`src/rtl/uart_pkg.sv`:
```
// uart_pkg: shared definitions for the memory-mapped UART.
//   - register word offsets (bus addr[3:2])
//   - STATUS bit positions
//   - TX / RX state encodings
//   - pack_status(): assembles the STATUS read word
package uart_pkg;

   // Register word offsets
   localparam logic [1:0] UART_TXDATA = 2'd0;
   localparam logic [1:0] UART_RXDATA = 2'd1;
   localparam logic [1:0] UART_STATUS = 2'd2;
   localparam logic [1:0] UART_CTRL   = 2'd3;

   // STATUS bit positions; [1:0] keep the legacy meaning (TX ready, RX present)
   localparam int ST_TX_NOTFULL  = 0;
   localparam int ST_RX_NONEMPTY = 1;
   localparam int ST_TX_EMPTY    = 2;
   localparam int ST_OVERRUN     = 3;
   localparam int ST_FRAME_ERR   = 4;
   localparam int ST_TX_DROP     = 5;

   typedef enum logic [1:0] {
      TX_IDLE  = 2'd0,
      TX_START = 2'd1,
      TX_DATA  = 2'd2,
      TX_STOP  = 2'd3
   } tx_state_e;

   typedef enum logic [1:0] {
      RX_IDLE  = 2'd0,
      RX_START = 2'd1,
      RX_DATA  = 2'd2,
      RX_STOP  = 2'd3
   } rx_state_e;

   function automatic logic [31:0] pack_status(
      input logic tx_drop,
      input logic frame_err,
      input logic overrun,
      input logic tx_empty,
      input logic rx_nonempty,
      input logic tx_notfull
   );
      logic [31:0] word;
      word                 = 32'd0;
      word[ST_TX_DROP]     = tx_drop;
      word[ST_FRAME_ERR]   = frame_err;
      word[ST_OVERRUN]     = overrun;
      word[ST_TX_EMPTY]    = tx_empty;
      word[ST_RX_NONEMPTY] = rx_nonempty;
      word[ST_TX_NOTFULL]  = tx_notfull;
      return word;
   endfunction

endpackage

```
`src/rtl/sync_fifo.sv`:
```
// sync_fifo: single-clock FIFO with first-word-fall-through head.
// Ports:
//   clk, rst       clock, synchronous active-high reset (pointers only)
//   push, wdata    write request and data; ignored when full unless popping
//   pop            read request; ignored when empty
//   head           oldest entry (valid when !empty)
//   full, empty    occupancy flags
// Pointers carry one extra wrap bit so full and empty are distinguishable.
module sync_fifo #(
   parameter int WIDTH = 8,
   parameter int AW    = 4
) (
   input  logic             clk,
   input  logic             rst,
   input  logic             push,
   input  logic             pop,
   input  logic [WIDTH-1:0] wdata,
   output logic [WIDTH-1:0] head,
   output logic             full,
   output logic             empty
);

   localparam logic [AW:0] PTR_ONE = {{AW{1'b0}}, 1'b1};

   logic [WIDTH-1:0] mem_r [0:(1<<AW)-1];
   logic [AW:0]      wr_ptr_r;
   logic [AW:0]      rd_ptr_r;
   logic             push_ok_s;
   logic             pop_ok_s;

   assign empty = (wr_ptr_r == rd_ptr_r);
   assign full  = (wr_ptr_r[AW] != rd_ptr_r[AW]) &&
                  (wr_ptr_r[AW-1:0] == rd_ptr_r[AW-1:0]);
   assign pop_ok_s  = pop & ~empty;
   // A simultaneous pop frees the slot, so a push into a full FIFO still lands.
   assign push_ok_s = push & (~full | pop_ok_s);
   assign head      = mem_r[rd_ptr_r[AW-1:0]];

   // Pointer update.
   always_ff @(posedge clk) begin
      if (rst) begin
         wr_ptr_r <= {(AW+1){1'b0}};
         rd_ptr_r <= {(AW+1){1'b0}};
      end else begin
         if (push_ok_s) wr_ptr_r <= wr_ptr_r + PTR_ONE;
         if (pop_ok_s)  rd_ptr_r <= rd_ptr_r + PTR_ONE;
      end
   end

   // Storage write; contents need no reset since pointers gate visibility.
   always_ff @(posedge clk) begin
      if (push_ok_s) mem_r[wr_ptr_r[AW-1:0]] <= wdata;
   end

endmodule

```
`src/rtl/uart_fifo_mmio.sv`:
```
// uart_fifo_mmio: memory-mapped 8N1 UART with 16-deep TX/RX FIFOs.
// Ports:
//   clk, rst            clock, synchronous active-high reset
//   valid, write        bus request (decoder-qualified), 1 = write
//   wmask, wdata, addr  byte enables, write data, word offset
//   rdata               registered read data, valid the cycle after the request
//   uart_rx             asynchronous serial input
//   uart_tx             registered serial output, idle high
//   irq                 registered level interrupt
// Map: 0 TXDATA, 1 RXDATA (pop on read), 2 STATUS (W1C flags [5:3]),
//      3 CTRL {tx_ie, rx_ie, DIV[15:0]}. Bit period is DIV+1 clocks.
module uart_fifo_mmio #(
   parameter int CLOCK_RATE = 12_000_000,
   parameter int BAUD_RATE  = 115200,
   parameter int TX_AW      = 4,
   parameter int RX_AW      = 4
) (
   input  logic        clk,
   input  logic        rst,
   input  logic        valid,
   input  logic        write,
   input  logic [3:0]  wmask,
   input  logic [31:0] wdata,
   input  logic [1:0]  addr,
   output logic [31:0] rdata,
   input  logic        uart_rx,
   output logic        uart_tx,
   output logic        irq
);
   import uart_pkg::*;

   localparam logic [15:0] DIV_RESET = 16'(CLOCK_RATE / BAUD_RATE - 1);

   // Bus decode
   logic bus_wr_s, bus_rd_s, ctrl_wr_s, w1c_s;
   assign bus_wr_s  = valid & write;
   assign bus_rd_s  = valid & ~write;
   assign ctrl_wr_s = bus_wr_s & (addr == UART_CTRL);
   assign w1c_s     = bus_wr_s & (addr == UART_STATUS) & wmask[0];

   logic unused_s;
   assign unused_s = ^{wdata[31:18], wmask[3]};

   // Control / status registers
   logic [15:0] div_r;
   logic        rx_ie_r, tx_ie_r;
   logic        tx_drop_r, frame_err_r, overrun_r;
   logic [31:0] rdata_r, rdata_nx_s;
   logic        irq_r;

   // FIFOs
   logic       tx_push_s, tx_pop_s, tx_full_s, tx_empty_s;
   logic [7:0] tx_head_s;
   logic       rx_push_s, rx_pop_s, rx_full_s, rx_empty_s;
   logic [7:0] rx_head_s;

   assign tx_push_s = bus_wr_s & (addr == UART_TXDATA) & wmask[0];
   assign rx_pop_s  = bus_rd_s & (addr == UART_RXDATA) & ~rx_empty_s;

   sync_fifo #(.WIDTH(8), .AW(TX_AW)) u_tx_fifo (
      .clk(clk), .rst(rst), .push(tx_push_s), .pop(tx_pop_s),
      .wdata(wdata[7:0]), .head(tx_head_s), .full(tx_full_s), .empty(tx_empty_s)
   );

   // TX datapath/FSM state
   tx_state_e   tx_state_r, tx_state_nx_s;
   logic [15:0] tx_cnt_r, tx_cnt_nx_s;
   logic [2:0]  tx_bit_r, tx_bit_nx_s;
   logic [7:0]  tx_shift_r, tx_shift_nx_s;
   logic        uart_tx_r, uart_tx_nx_s;

   // TX next-state: each state holds its line level for div_r+1 cycles.
   always_comb begin
      tx_state_nx_s = tx_state_r;
      tx_cnt_nx_s   = tx_cnt_r;
      tx_bit_nx_s   = tx_bit_r;
      tx_shift_nx_s = tx_shift_r;
      uart_tx_nx_s  = uart_tx_r;
      tx_pop_s      = 1'b0;
      case (tx_state_r)
         TX_IDLE: begin
            if (!tx_empty_s) begin
               tx_pop_s      = 1'b1;
               tx_shift_nx_s = tx_head_s;
               tx_cnt_nx_s   = div_r;
               uart_tx_nx_s  = 1'b0;
               tx_state_nx_s = TX_START;
            end else begin
               uart_tx_nx_s  = 1'b1;
            end
         end
         TX_START: begin
            if (tx_cnt_r == 16'd0) begin
               tx_cnt_nx_s   = div_r;
               tx_bit_nx_s   = 3'd0;
               uart_tx_nx_s  = tx_shift_r[0];
               tx_shift_nx_s = {1'b0, tx_shift_r[7:1]};
               tx_state_nx_s = TX_DATA;
            end else begin
               tx_cnt_nx_s   = tx_cnt_r - 16'd1;
            end
         end
         TX_DATA: begin
            if (tx_cnt_r == 16'd0) begin
               tx_cnt_nx_s = div_r;
               if (tx_bit_r == 3'd7) begin
                  uart_tx_nx_s  = 1'b1;
                  tx_state_nx_s = TX_STOP;
               end else begin
                  tx_bit_nx_s   = tx_bit_r + 3'd1;
                  uart_tx_nx_s  = tx_shift_r[0];
                  tx_shift_nx_s = {1'b0, tx_shift_r[7:1]};
               end
            end else begin
               tx_cnt_nx_s = tx_cnt_r - 16'd1;
            end
         end
         TX_STOP: begin
            if (tx_cnt_r == 16'd0) begin
               // Chain straight into the next start bit when more data waits.
               if (!tx_empty_s) begin
                  tx_pop_s      = 1'b1;
                  tx_shift_nx_s = tx_head_s;
                  tx_cnt_nx_s   = div_r;
                  uart_tx_nx_s  = 1'b0;
                  tx_state_nx_s = TX_START;
               end else begin
                  uart_tx_nx_s  = 1'b1;
                  tx_state_nx_s = TX_IDLE;
               end
            end else begin
               tx_cnt_nx_s = tx_cnt_r - 16'd1;
            end
         end
         default: begin
            uart_tx_nx_s  = 1'b1;
            tx_state_nx_s = TX_IDLE;
         end
      endcase
   end

   // TX state register.
   always_ff @(posedge clk) begin
      if (rst) begin
         tx_state_r <= TX_IDLE;
         tx_cnt_r   <= 16'd0;
         tx_bit_r   <= 3'd0;
         tx_shift_r <= 8'd0;
         uart_tx_r  <= 1'b1;
      end else begin
         tx_state_r <= tx_state_nx_s;
         tx_cnt_r   <= tx_cnt_nx_s;
         tx_bit_r   <= tx_bit_nx_s;
         tx_shift_r <= tx_shift_nx_s;
         uart_tx_r  <= uart_tx_nx_s;
      end
   end

   // RX synchroniser and FSM state
   logic        rx_meta_r, rx_sync_r;
   rx_state_e   rx_state_r, rx_state_nx_s;
   logic [15:0] rx_cnt_r, rx_cnt_nx_s;
   logic [2:0]  rx_bit_r, rx_bit_nx_s;
   logic [7:0]  rx_shift_r, rx_shift_nx_s;
   logic        frame_err_set_s, overrun_set_s, tx_drop_set_s;

   sync_fifo #(.WIDTH(8), .AW(RX_AW)) u_rx_fifo (
      .clk(clk), .rst(rst), .push(rx_push_s), .pop(rx_pop_s),
      .wdata(rx_shift_r), .head(rx_head_s), .full(rx_full_s), .empty(rx_empty_s)
   );

   // RX next-state: half-bit delay after the falling edge, then one sample per bit.
   always_comb begin
      rx_state_nx_s   = rx_state_r;
      rx_cnt_nx_s     = rx_cnt_r;
      rx_bit_nx_s     = rx_bit_r;
      rx_shift_nx_s   = rx_shift_r;
      rx_push_s       = 1'b0;
      frame_err_set_s = 1'b0;
      case (rx_state_r)
         RX_IDLE: begin
            if (!rx_sync_r) begin
               rx_cnt_nx_s   = {1'b0, div_r[15:1]};
               rx_state_nx_s = RX_START;
            end else begin
               rx_state_nx_s = RX_IDLE;
            end
         end
         RX_START: begin
            if (rx_cnt_r == 16'd0) begin
               // Line back high at mid start bit: treat as a glitch.
               if (!rx_sync_r) begin
                  rx_cnt_nx_s   = div_r;
                  rx_bit_nx_s   = 3'd0;
                  rx_state_nx_s = RX_DATA;
               end else begin
                  rx_state_nx_s = RX_IDLE;
               end
            end else begin
               rx_cnt_nx_s = rx_cnt_r - 16'd1;
            end
         end
         RX_DATA: begin
            if (rx_cnt_r == 16'd0) begin
               rx_cnt_nx_s   = div_r;
               rx_shift_nx_s = {rx_sync_r, rx_shift_r[7:1]};
               if (rx_bit_r == 3'd7) begin
                  rx_state_nx_s = RX_STOP;
               end else begin
                  rx_bit_nx_s   = rx_bit_r + 3'd1;
               end
            end else begin
               rx_cnt_nx_s = rx_cnt_r - 16'd1;
            end
         end
         RX_STOP: begin
            if (rx_cnt_r == 16'd0) begin
               rx_state_nx_s = RX_IDLE;
               if (rx_sync_r) begin
                  rx_push_s       = 1'b1;
               end else begin
                  frame_err_set_s = 1'b1;
               end
            end else begin
               rx_cnt_nx_s = rx_cnt_r - 16'd1;
            end
         end
         default: begin
            rx_state_nx_s = RX_IDLE;
         end
      endcase
   end

   // A drop only happens when full and the same cycle does not free a slot.
   assign overrun_set_s = rx_push_s & rx_full_s & ~rx_pop_s;
   assign tx_drop_set_s = tx_push_s & tx_full_s & ~tx_pop_s;

   // RX synchroniser and state register.
   always_ff @(posedge clk) begin
      if (rst) begin
         rx_meta_r  <= 1'b1;
         rx_sync_r  <= 1'b1;
         rx_state_r <= RX_IDLE;
         rx_cnt_r   <= 16'd0;
         rx_bit_r   <= 3'd0;
         rx_shift_r <= 8'd0;
      end else begin
         rx_meta_r  <= uart_rx;
         rx_sync_r  <= rx_meta_r;
         rx_state_r <= rx_state_nx_s;
         rx_cnt_r   <= rx_cnt_nx_s;
         rx_bit_r   <= rx_bit_nx_s;
         rx_shift_r <= rx_shift_nx_s;
      end
   end

   // Read mux: rdata only changes on a read request.
   always_comb begin
      rdata_nx_s = rdata_r;
      if (bus_rd_s) begin
         case (addr)
            UART_TXDATA: rdata_nx_s = 32'd0;
            UART_RXDATA: rdata_nx_s = rx_empty_s ? 32'd0 : {23'd0, 1'b1, rx_head_s};
            UART_STATUS: rdata_nx_s = pack_status(tx_drop_r, frame_err_r, overrun_r,
                                                  tx_empty_s, ~rx_empty_s, ~tx_full_s);
            UART_CTRL:   rdata_nx_s = {14'd0, tx_ie_r, rx_ie_r, div_r};
            default:     rdata_nx_s = 32'd0;
         endcase
      end else begin
         rdata_nx_s = rdata_r;
      end
   end

   // CTRL, sticky flags (set beats W1C), read data and interrupt.
   always_ff @(posedge clk) begin
      if (rst) begin
         div_r       <= DIV_RESET;
         rx_ie_r     <= 1'b0;
         tx_ie_r     <= 1'b0;
         tx_drop_r   <= 1'b0;
         frame_err_r <= 1'b0;
         overrun_r   <= 1'b0;
         rdata_r     <= 32'd0;
         irq_r       <= 1'b0;
      end else begin
         if (ctrl_wr_s & wmask[0]) div_r[7:0]  <= wdata[7:0];
         if (ctrl_wr_s & wmask[1]) div_r[15:8] <= wdata[15:8];
         if (ctrl_wr_s & wmask[2]) begin
            rx_ie_r <= wdata[16];
            tx_ie_r <= wdata[17];
         end
         tx_drop_r   <= tx_drop_set_s   | (tx_drop_r   & ~(w1c_s & wdata[ST_TX_DROP]));
         frame_err_r <= frame_err_set_s | (frame_err_r & ~(w1c_s & wdata[ST_FRAME_ERR]));
         overrun_r   <= overrun_set_s   | (overrun_r   & ~(w1c_s & wdata[ST_OVERRUN]));
         rdata_r     <= rdata_nx_s;
         irq_r       <= (rx_ie_r & ~rx_empty_s) | (tx_ie_r & tx_empty_s);
      end
   end

   assign rdata   = rdata_r;
   assign uart_tx = uart_tx_r;
   assign irq     = irq_r;

endmodule

```
`config.mk`:
```
export PLATFORM = sky130hd
export DESIGN_NAME = uart_fifo_mmio
export DESIGN_NICKNAME = d
export VERILOG_FILES = /design/src/rtl/uart_pkg.sv /design/src/rtl/sync_fifo.sv /design/src/rtl/uart_fifo_mmio.sv
export SDC_FILE = /design/constraint.sdc
export NUM_CORES = 1
export LEC_CHECK = 0
export ABC_AREA = 1
export BUFFER_PORTS_ARGS = -buffer_cell sky130_fd_sc_hd__buf_4
export CORE_AREA = 3 3 172 174
export CTS_CLUSTER_DIAMETER = 50
export DETAILED_ROUTE_END_ITERATION = 8
export DIE_AREA = 0 0 175 177
export PLACE_DENSITY_LB_ADDON = 0.12
export SLEW_MARGIN = 20
export SYNTH_ARGS = -nofsm -noshare
export SYNTH_HDL_FRONTEND = slang
export SYNTH_SLANG_ARGS = --single-unit
```
`constraint.sdc`:
```
create_clock -name clk -period 4.4 [get_ports clk]
set_input_delay 0.88 -clock clk [delete_from_list [all_inputs] [get_ports clk]]
set_output_delay 0.88 -clock clk [all_outputs]
set_load 0.05 [all_outputs]
```
=== Yosys cells after proc, flatten, opt, wreduce, memory -nomap -nowiden ===
Memories as Yosys holds them, arrays and structs flattened. A register that Yosys moved wholly into a read port is not among the register bits.
Index checks and enable logic that the tools add are counted.

* Add/sub/neg operators: 8
* Equal/unequal tests: 32
* Multiplexer cells: 64
* Bitwise logic cells: 44
* Reduce and logical (&&, ||, !) cells: 18

{| class="wikitable"
|+ Operator list
! kind !! number
|-
| 16-bit two-way mux || 8
|-
| 32-bit one-hot mux with 4 select lines || 1
|-
| 16-bit one-hot mux with 4 select lines || 1
|-
| 16-bit one-hot mux with 3 select lines || 1
|-
| 8-bit two-way mux || 5
|-
| 16-bit logical NOT || 2
|-
| 8-bit one-hot mux with 4 select lines || 1
|-
| 16-bit by 1-bit subtractor with 16-bit output (second input constant) || 2
|-
| 1-bit AND || 28
|-
| 2-bit != test (second input constant) || 14
|-
| 3-bit two-way mux || 7
|-
| 5-bit by 1-bit adder with 5-bit output (second input constant) || 4
|-
| 2-bit two-way mux || 10
|-
| 1-bit two-way mux || 19
|-
| 4-bit two-way mux || 4
|-
| 2-bit one-hot mux with 4 select lines || 2
|-
| 2-bit == test (second input constant) || 6
|-
| 3-bit one-hot mux with 2 select lines || 2
|-
| 4-bit AND reduction || 3
|-
| 5-bit == test || 2
|-
| 1-bit NOT || 10
|-
| 5-bit AND reduction || 2
|-
| 9-bit two-way mux || 1
|-
| 4-bit == test || 2
|-
| 14 further kinds || 29
|}

* Register bits: 135
* Memory bits (writable): 256
* Input bits: 43
* Output and inout bits: 34
* Memories kept: 2

{| class="wikitable"
|+ Memories
! name !! words !! bits a word !! rd ports !! clocked after memory_dff !! write ports !! RTL line !! source
|-
| u_rx_fifo.mem_r || 16 || 8 || 1 || 1 || 1 || sync_fifo.sv:25 || <nowiki>logic [WIDTH-1:0] mem_r [0:(1<<AW)-1];</nowiki>
|-
| u_tx_fifo.mem_r || 16 || 8 || 1 || 1 || 1 || sync_fifo.sv:25 ||
|}

=== Logic depth before layout (Yosys ltp) ===
Gate-level depths: netlist (run 1).

* Depth in word-level cells: 9
* Mapped depth: 14
* Mapped depth without buffers: 13

=== Modules after synthesis ===
From an unflattened synthesis (run 1), not the netlist that was laid out.

* Cells, all modules: 1914
* Area total of the unflattened synthesis: 17742.0 um2

{| class="wikitable"
|+ By module, submodules not included
! module !! times used !! cells each !! area each (um2) !! seq. area each (um2)
|-
| uart_fifo_mmio || 1 || 928 || 6053.3 || 2021.9
|-
| sync_fifo at u_tx_fifo || 1 || 493 || 5845.6 || 4124.0
|-
| sync_fifo at u_rx_fifo || 1 || 493 || 5843.1 || 4124.0
|}

=== Least setup slack after synthesis (run 1) ===
OpenSTA, ideal clock, no wires.

* Path kind: input port to flip-flop
* From: input port write
* To: memory u_rx_fifo.mem_r[0][0] (enable)
* Library setup time: 0.370 ns
* Arrival time: 2.145 ns
* Required time: 4.030 ns
* Slack: 1.884 ns
* Stages on the path: 6
* Buffers on the path: 0
* Cell sequence: or2_2 o2111ai_2 nand2_1 inv_2 nand2_1 nor2_1

* Cells in the longest elaborated chain, start to end: 9

{| class="wikitable"
|+ RTL lines
! element !! RTL line !! source
|-
| start: declaration || uart_fifo_mmio.sv:21 || <nowiki>input logic write,</nowiki>
|-
| 1-bit NOT || uart_fifo_mmio.sv:37 || <nowiki>assign bus_rd_s = valid & ~write;</nowiki>
|-
| 1-bit AND || uart_fifo_mmio.sv:37 ||
|-
| 1-bit AND (2 in series) || uart_fifo_mmio.sv:58 || <nowiki>assign rx_pop_s = bus_rd_s & (addr == UART_RXDATA) & ~rx_empty_s;</nowiki>
|-
| 1-bit AND || sync_fifo.sv:34 || <nowiki>assign pop_ok_s = pop & ~empty;</nowiki>
|-
| 1-bit bitwise OR || sync_fifo.sv:36 || <nowiki>assign push_ok_s = push & (~full | pop_ok_s);</nowiki>
|-
| 1-bit AND || sync_fifo.sv:36 ||
|-
| 1-bit two-way mux || sync_fifo.sv:52 || <nowiki>if (push_ok_s) mem_r[wr_ptr_r[AW-1:0]] <= wdata;</nowiki>
|-
| 1-bit two-way mux (not written as such) || sync_fifo.sv:52 ||
|-
| end: declaration || sync_fifo.sv:25 ||
|}

Every way passes these cells.

=== Worst setup path in the final report (run 1) ===
* From: register tx_state_r[0]
* To: memory u_tx_fifo.mem_r[8][4] (enable)

* Cells in the longest elaborated chain, start to end: 7

{| class="wikitable"
|+ RTL lines
! element !! RTL line !! source
|-
| start: declaration || uart_fifo_mmio.sv:66 || <nowiki>tx_state_e tx_state_r, tx_state_nx_s;</nowiki>
|-
| start signal: assignment || uart_fifo_mmio.sv:151 || <nowiki>tx_state_r <= tx_state_nx_s;</nowiki>
|-
| 2-bit == test / 2-bit logical NOT (equally long branches) || uart_fifo_mmio.sv:80 || <nowiki>case (tx_state_r)</nowiki>
|-
| 1-bit one-hot mux with 2 select lines * || uart_fifo_mmio.sv:80 ||
|-
| 1-bit AND * || sync_fifo.sv:34 ||
|-
| 1-bit bitwise OR * || sync_fifo.sv:36 ||
|-
| 1-bit AND * || sync_fifo.sv:36 ||
|-
| 1-bit two-way mux * || sync_fifo.sv:52 ||
|-
| 1-bit two-way mux (not written as such) * || sync_fifo.sv:52 ||
|-
| end: declaration || sync_fifo.sv:25 ||
|}

Every way passes the cells marked *; elsewhere a longest branch is shown, timed or not.

==> results of run 1 <==
==> cell families (layout without fill, tap and decap cells) <==
logic type	count (synthesis)	after routing
flops	385	385
compound gates	289	289
xor+xnor	30	30
buf+inv	270	306
simple gates	1035	1035
fa+ha+maj	27	27
other cells	1	14
==> worst max path at each step <==
stage             startpoint                     to  slack, ps  cells past startpoint
2_1_floorplan          write  u_rx_fifo.mem_r[0][0]       1880                      6
3_3_place_gp   tx_state_r[0]  u_tx_fifo.mem_r[8][5]       1200                     11
4_1_cts        tx_state_r[0]  u_tx_fifo.mem_r[8][4]       1080                     11
6_report       tx_state_r[0]  u_tx_fifo.mem_r[8][4]       1060                     11
3_5_place_dp   tx_state_r[0]  u_tx_fifo.mem_r[8][5]       1120                     11
5_1_grt        tx_state_r[0]  u_tx_fifo.mem_r[8][4]        890                     11
==> worst max-delay path, cell delays in order (launching register included) <==
cell	delay [ps]
dfxtp_1	420
inv_1	110
ha_1	550
inv_1	630
nand2_4	90
inv_4	90
nand2_8	80
nand2_8	90
nand2_8	70
inv_8	110
nand2_4	70
nor2_1	630
==> state kept, by name (all words and copies together) (netlist names), 8 cells and up, named ones only <==
| signal | count |
|---|---|
| tx_shift_r | 8 |
| rx_cnt_r | 16 |
| rx_shift_r | 8 |
| u_tx_fifo.mem_r | 128 |
| rdata | 18 |
| tx_cnt_r | 16 |
| u_rx_fifo.mem_r | 128 |
| div_r | 16 |
==> cell usage in the layout (no fill, tap or decap), types with 6 or more instances in the layout <==
master / n
clkbuf_1: 11
xnor2_1: 7
o21ai_1: 7
ha_1: 27
nand4_1: 6
or2_2: 13
nand2_1: 531
xor2_1: 23
o211ai_1: 27
nand3_1: 193
inv_2: 22
conb_1: 14
nor2_4: 7
clkbuf_16: 43
inv_1: 148
nor2_1: 233
edfxtp_1: 256
dfxtp_1: 127
nor2_2: 10
nand2_2: 13
nand2_4: 8
nor3_1: 8
o21ai_2: 6
o21ai_0: 122
a22oi_1: 10
buf_4: 55
a21oi_1: 106
clkinv_1: 12
==> report_power, final <==
part / switching (W) / total (W) / internal [W]
Sequential: 0.000269 / 0.00436 / 0.00409
Clock: 0.00141 / 0.00328 / 0.00187
Combinational: 0.00262 / 0.00387 / 0.00125
==> per-stage QoR <==
| stage | worst slack (ps) | util [%] | instance area, um2 | power, W | cells |
|---|---|---|---|---|---|
| finish | 1060 | 71.2 | 19900 | 0.0115 | 2464 |
| global route | 888 | 71.2 | 19900 | 0.0122 | 2464 |
| CTS | 1080 | 71.2 | 19900 | 0.0115 | 2464 |
| detailed placement | 1120 | 66.6 | 18600 | 0.00824 | 2387 |
| global placement | 1200 | 66.6 | 18600 | 0.00813 | 2387 |
| floorplan | 1880 | - | 18200 | 0.00745 | 2050 |
==> cell type report <==
type	count	area [um2]
flip-flops and latches	385	10300
fillers	2159	8060
multi-input cells	1395	6770
clock buffers	54	1120
inverters	174	663
well taps	378	473
repair buffers	55	413
clock inverters	23	169
==> metal layers <==
metal  global-route usage, %  vias to the layer above  wire length [um]
met5                       0                        -                 0
met4                    10.0                        0              1480
met3                    4.70                      100              3280
met2                    44.9                      523             20000
met1                    37.4                     6633             17900
li1                        -                     6765                 -
==> summary.md, run 1 <==
| Metric | Value |
|---|---|
| Outcome | finished clean |
| Slack of the worst reg-to-reg path | 1060 ps |
| Num ports | 77 |
| P&R area growth vs syn | 9.63% |
| Hold Startpoint | rx_meta_r |
| Setup TNS | 0 ps |
| Top cell type by total area after synthesis | edfxtp_1 |
| Maxcap violations | 0 |
| Synth warn | 0 |
| Startpoint type of the worst setup path | flop |
| Global route overflow | 0 |
| Mapped Area | 0.0181 mm2 |
| Crit. End Element | flop |
| Leakage power | 8.07 nW |
| Final min period | 3340 ps |
| Mux share of post-synthesis cell area | 0% |
| Synth cell count leaders | nand2_1, edfxtp_1, nor2_1 |
| CP Class | flop to flop |
| HP Class | flop to flop |
| Worst Tran Pin Value | 1080 ps |
| Seq cells post-synth | 385 |
| Drt first pass iters | 5 |
| Adder-Cell Fraction of Synth Area | 1.86% |
| GR Util All Layers | 27.5% |
| Crit path DAT | 3490 ps |
| Final setup violation count | 0 |
| Final Hold Viols | 0 |
| DRC viols | 0 |
| Die width | 175 um |
| First-pass GRT wire length | 68000 um |
| Simple-Gate Fraction of Synth Area | 24.9% |
| Initial drt markers | 1372 |
| Vias/cell | 5.69 |
| Site Rows | 61 |
| Synth top area cells | edfxtp_1, dfxtp_1, nand2_1, nand3_1, nor2_1 |
| WHS | 406 ps |
| XOR/XNOR share of the synthesized area | 1.45% |
| Yosys cell types | 47 |
| Compound-Gate Fraction of Synth Area | 8.86% |
| Routed wire per std cell | 17.3 um |
| Post-DP HPWL | 27900 um |
| Fin nets | 2124 |
| Hold buffers post-CTS | 0 |
| Final ANT Viol Nets | 0 |
| Later-pin clock latency in the skew report | 540 ps |
| Worst Hold Path EP | rx_sync_r |
| Vias in the first global route | 13200 |
| Worst reg-to-reg path cell count | 11 |
| Hold depth | 1 |
| Worst setup skew after layout | 25.1 ps |
| Final wirelength | 42700 um |
| Largest net degree at the start of global routing | 68 |
| Worst rel slew slack | 27.3% |
| Final Max Tran Viols | 0 |
| CORE AREA | 0.0279 mm2 |
| Via Count | 14000 |
| Ant. Diodes | 0 |
| Dominant cell by count in the synthesized netlist | nand2_1 |
| Routability congestion estimate | 0.914 |
| H-tree depth | 2 |
| Critical Path RT | 4550 ps |
| Largest family of logic cells by synthesized area | simple AND/OR/NAND/NOR gates |
| Top cell type's share of synthesized area | 42.4% |
| Highest Clock Rate | 299 MHz |
| Die Ht | 177 um |
| Port bufs | 47 |
| CTS Root Cell | clkbuf_16 |
| Synthesized area per cell | 8.90 um2 |
| Initial core utilization | 64.9% |
| RSZ-0062 raised after global routing | false |
| Maximum vdd ir drop | 706 uV |
| Share of layout cells above drive strength 1 | 9.92% |
| CTS clk-pin slew, worst paths | 50 ps |
| R2r endpoint | u_tx_fifo.mem_r[8][4] |
| RR Startpoint | tx_state_r[0] |
| CTS Buffer Depth | 3 |
| Sequential element share of the synthesized area | 56.6% |
| Initial antenna violation count | 0 |
| Cts bufs inserted | 43 |
| Pwr dens | 579 mW/mm2 |
| Post_cts resized | 0 |
| Clock sink count | 385 |
| EDFF count, synth | 256 |
| Tcrit/Tclk final | 76.0% |
| Max FO, Critical Path | 21 |
| Die footprint | 0.0310 mm2 |
| Cells after synthesis | 2037 |
| Async set or reset register ratio after synthesis | 0% |
| CTS tree | yes |
| Post-CTS setup buffers | 0 |
| Synth Flop Type | edfxtp_1 |
Note: power is estimated with default switching activity, not from simulation.
==> inputs of run 2 (changes only) <==
CORE_AREA = 3 3 176 178   (was 3 3 172 174)
DIE_AREA = 0 0 179 181   (was 0 0 175 177)
clock period = 3.5 ns   (was 4.4 ns; I/O delays follow)
==> run 2 against run 1 <==
  * Power increased by 30%
  * Die area up 4.6%
  * Critical endpoint is now u_rx_fifo.mem_r[13][5]
  * Flip-flop and latch count unchanged
  * Sequential power up 25%
  * Maximum frequency grew 24%
  * Final cell count is 1.1% higher
  * Highest routed layer unchanged
  * Clock power rose by 40%
==> summary.md, run 2 (synthesized netlist as in run 1, its figures left out) <==
| Metric | Value |
|---|---|
| Vias/cell | 5.59 |
| Max Used Layer | met4 |
| Routability congestion estimate | 0.927 |
| Crit. End Element | flop |
| Post-CTS setup buffers | 0 |
| Ant. Diodes | 0 |
| Initial core utilization | 61.3% |
| HP Class | input pin to flop |
| Hold buffers post-CTS | 0 |
| Fin nets | 2137 |
| Worst setup skew after layout | 14.8 ps |
| Later-pin clock latency in the skew report | 530 ps |
| Initial drt markers | 1648 |
| Maximum vdd ir drop | 661 uV |
| Final Non-Filler Cells | 2490 |
| Final Max Tran Viols | 0 |
| Outcome | finished clean |
| # fillers | 2330 |
| Die footprint | 0.0324 mm2 |
| Drt first pass iters | 7 |
| CORE AREA | 0.0296 mm2 |
| Hold depth | 2 |
| RSZ-0062 raised after global routing | false |
| Final Hold Viols | 0 |
| CP startpoint | rx_cnt_r[0] |
| Met2 wire length | 19800 um |
| Via Count | 13900 |
| Post-DP HPWL | 28300 um |
| Hold Startpoint | uart_rx |
| P&R area growth vs syn | 11.2% |
| Highest-count cells in the layout ignoring fill and taps | nand2_1, edfxtp_1, nor2_1, nand3_1, inv_1 |
| Crit path DAT | 2870 ps |
| Share of layout cells above drive strength 1 | 11.1% |
| GR Util All Layers | 27.0% |
| Worst Hold Path EP | rx_meta_r |
| Clock sink count | 385 |
| WHS | 351 ps |
| First-pass GRT wire length | 69600 um |
| Global route overflow | 0 |
| Die width | 179 um |
| Final min period | 2710 ps |
| Placed insts | 2414 |
| Worst rel slew slack | 31.6% |
| Critical Path RT | 3660 ps |
| DRC viols | 0 |
| Finished Core Util | 68.2% |
| Final wirelength | 43300 um |
| Cts bufs inserted | 41 |
| RR Startpoint | rx_cnt_r[0] |
| Pwr dens | 743 mW/mm2 |
| CTS clk-pin slew, worst paths | 60 ps |
| Port bufs | 47 |
| CP Class | flop to flop |
| Leakage power | 8.24 nW |
| H-tree depth | 2 |
| Maxcap violations | 0 |
| CTS Root Cell | clkbuf_16 |
| Slack of the worst reg-to-reg path | 790 ps |
| Routed wire per std cell | 17.4 um |
| Vias in the first global route | 13200 |
| Setup TNS | 0 ps |
| Highest Clock Rate | 370 MHz |
| Die Ht | 181 um |
| Final ANT Viol Nets | 0 |
| Site Rows | 63 |
| Largest net degree at the start of global routing | 70 |
| Final setup violation count | 0 |
| Startpoint type of the worst setup path | flop |
| Worst Tran Pin Value | 1020 ps |
| Num ports | 77 |
| Post_cts resized | 0 |
| Commonest non-fill, non-tap cell in the layout | nand2_1 |
| Worst reg-to-reg path cell count | 10 |
| CTS tree | yes |
| Tcrit/Tclk final | 77.3% |
| Max FO, Critical Path | 8 |
| Met1 WL | 18600 um |
| R2r endpoint | u_rx_fifo.mem_r[13][5] |
| WL met3 | 3360 um |
| CTS Buffer Depth | 3 |
| Initial antenna violation count | 0 |
-- run 2: cell types whose count changed in the layout (fill, tap and decap cells not counted), sizes merged --
| cell | delta |
|---|---|
| clkbuf | -6 |
| bufinv | +5 |
| buf | +15 |
| inv | +2 |
| clkinv | -1 |
| clkinvlp | -1 |
-- run 2: worst max path at each step --
| stage | end | depth (start not counted) |
|---|---|---|
| floorplan | u_rx_fifo.mem_r[0][0] | 6 |
| global placement | u_rx_fifo.mem_r[13][5] | 7 |
| detailed placement | u_rx_fifo.mem_r[13][5] | 7 |
| CTS | u_rx_fifo.mem_r[13][5] | 10 |
| global route | u_rx_fifo.mem_r[13][2] | 10 |
| finish | u_rx_fifo.mem_r[13][5] | 10 |
-- run 2: worst max-delay path, stage by stage, from the launching register on --
cell	delay, ps
dfxtp_1	320
inv_1	120
ha_1	220
nand3_1	90
nor2_1	130
nand2_1	170
nor3_2	200
nand2_1	130
inv_2	130
nand2_1	180
nor2_1	630
-- run 2: where the power goes --
part / switching [W] / internal, W / total, W / leakage [nW]
combinational: 0.00335 / 0.00161 / 0.00497 / 4.04
clock: 0.00180 / 0.00277 / 0.00458 / 0.711
sequential: 0.000311 / 0.00514 / 0.00545 / 3.49
-- run 2: stage by stage --
stage,worst slack (ps),power [W],cell area [um2]
finish,795,0.0150,20200
global route,641,0.0159,20200
CTS,871,0.0150,20200
detailed placement,621,0.0104,18700
global placement,640,0.0103,18700
floorplan,1160,0.00937,18200
-- run 2: area by class of cell --
| cell class | instances | area (um2) | share of cell area [%] |
|---|---|---|---|
| Tap cell | 390 | 488 | 2.42 |
| Inverter | 174 | 663 | 3.29 |
| Timing Repair Buffer | 70 | 526 | 2.61 |
| Clock inverter | 28 | 327 | 1.62 |
| Multi-Input combinational cell | 1395 | 6770 | 33.6 |
| Sequential cell | 385 | 10300 | 50.9 |
| Clock buffer | 48 | 1120 | 5.58 |
-- run 2: layer usage --
metal / global-route usage, % / vias to the layer above
li1: - / 6796
met3: 4.29 / 101
met1: 38.6 / 6481
met4: 9.23 / 0
met5: 0 / -
met2: 42.1 / 550
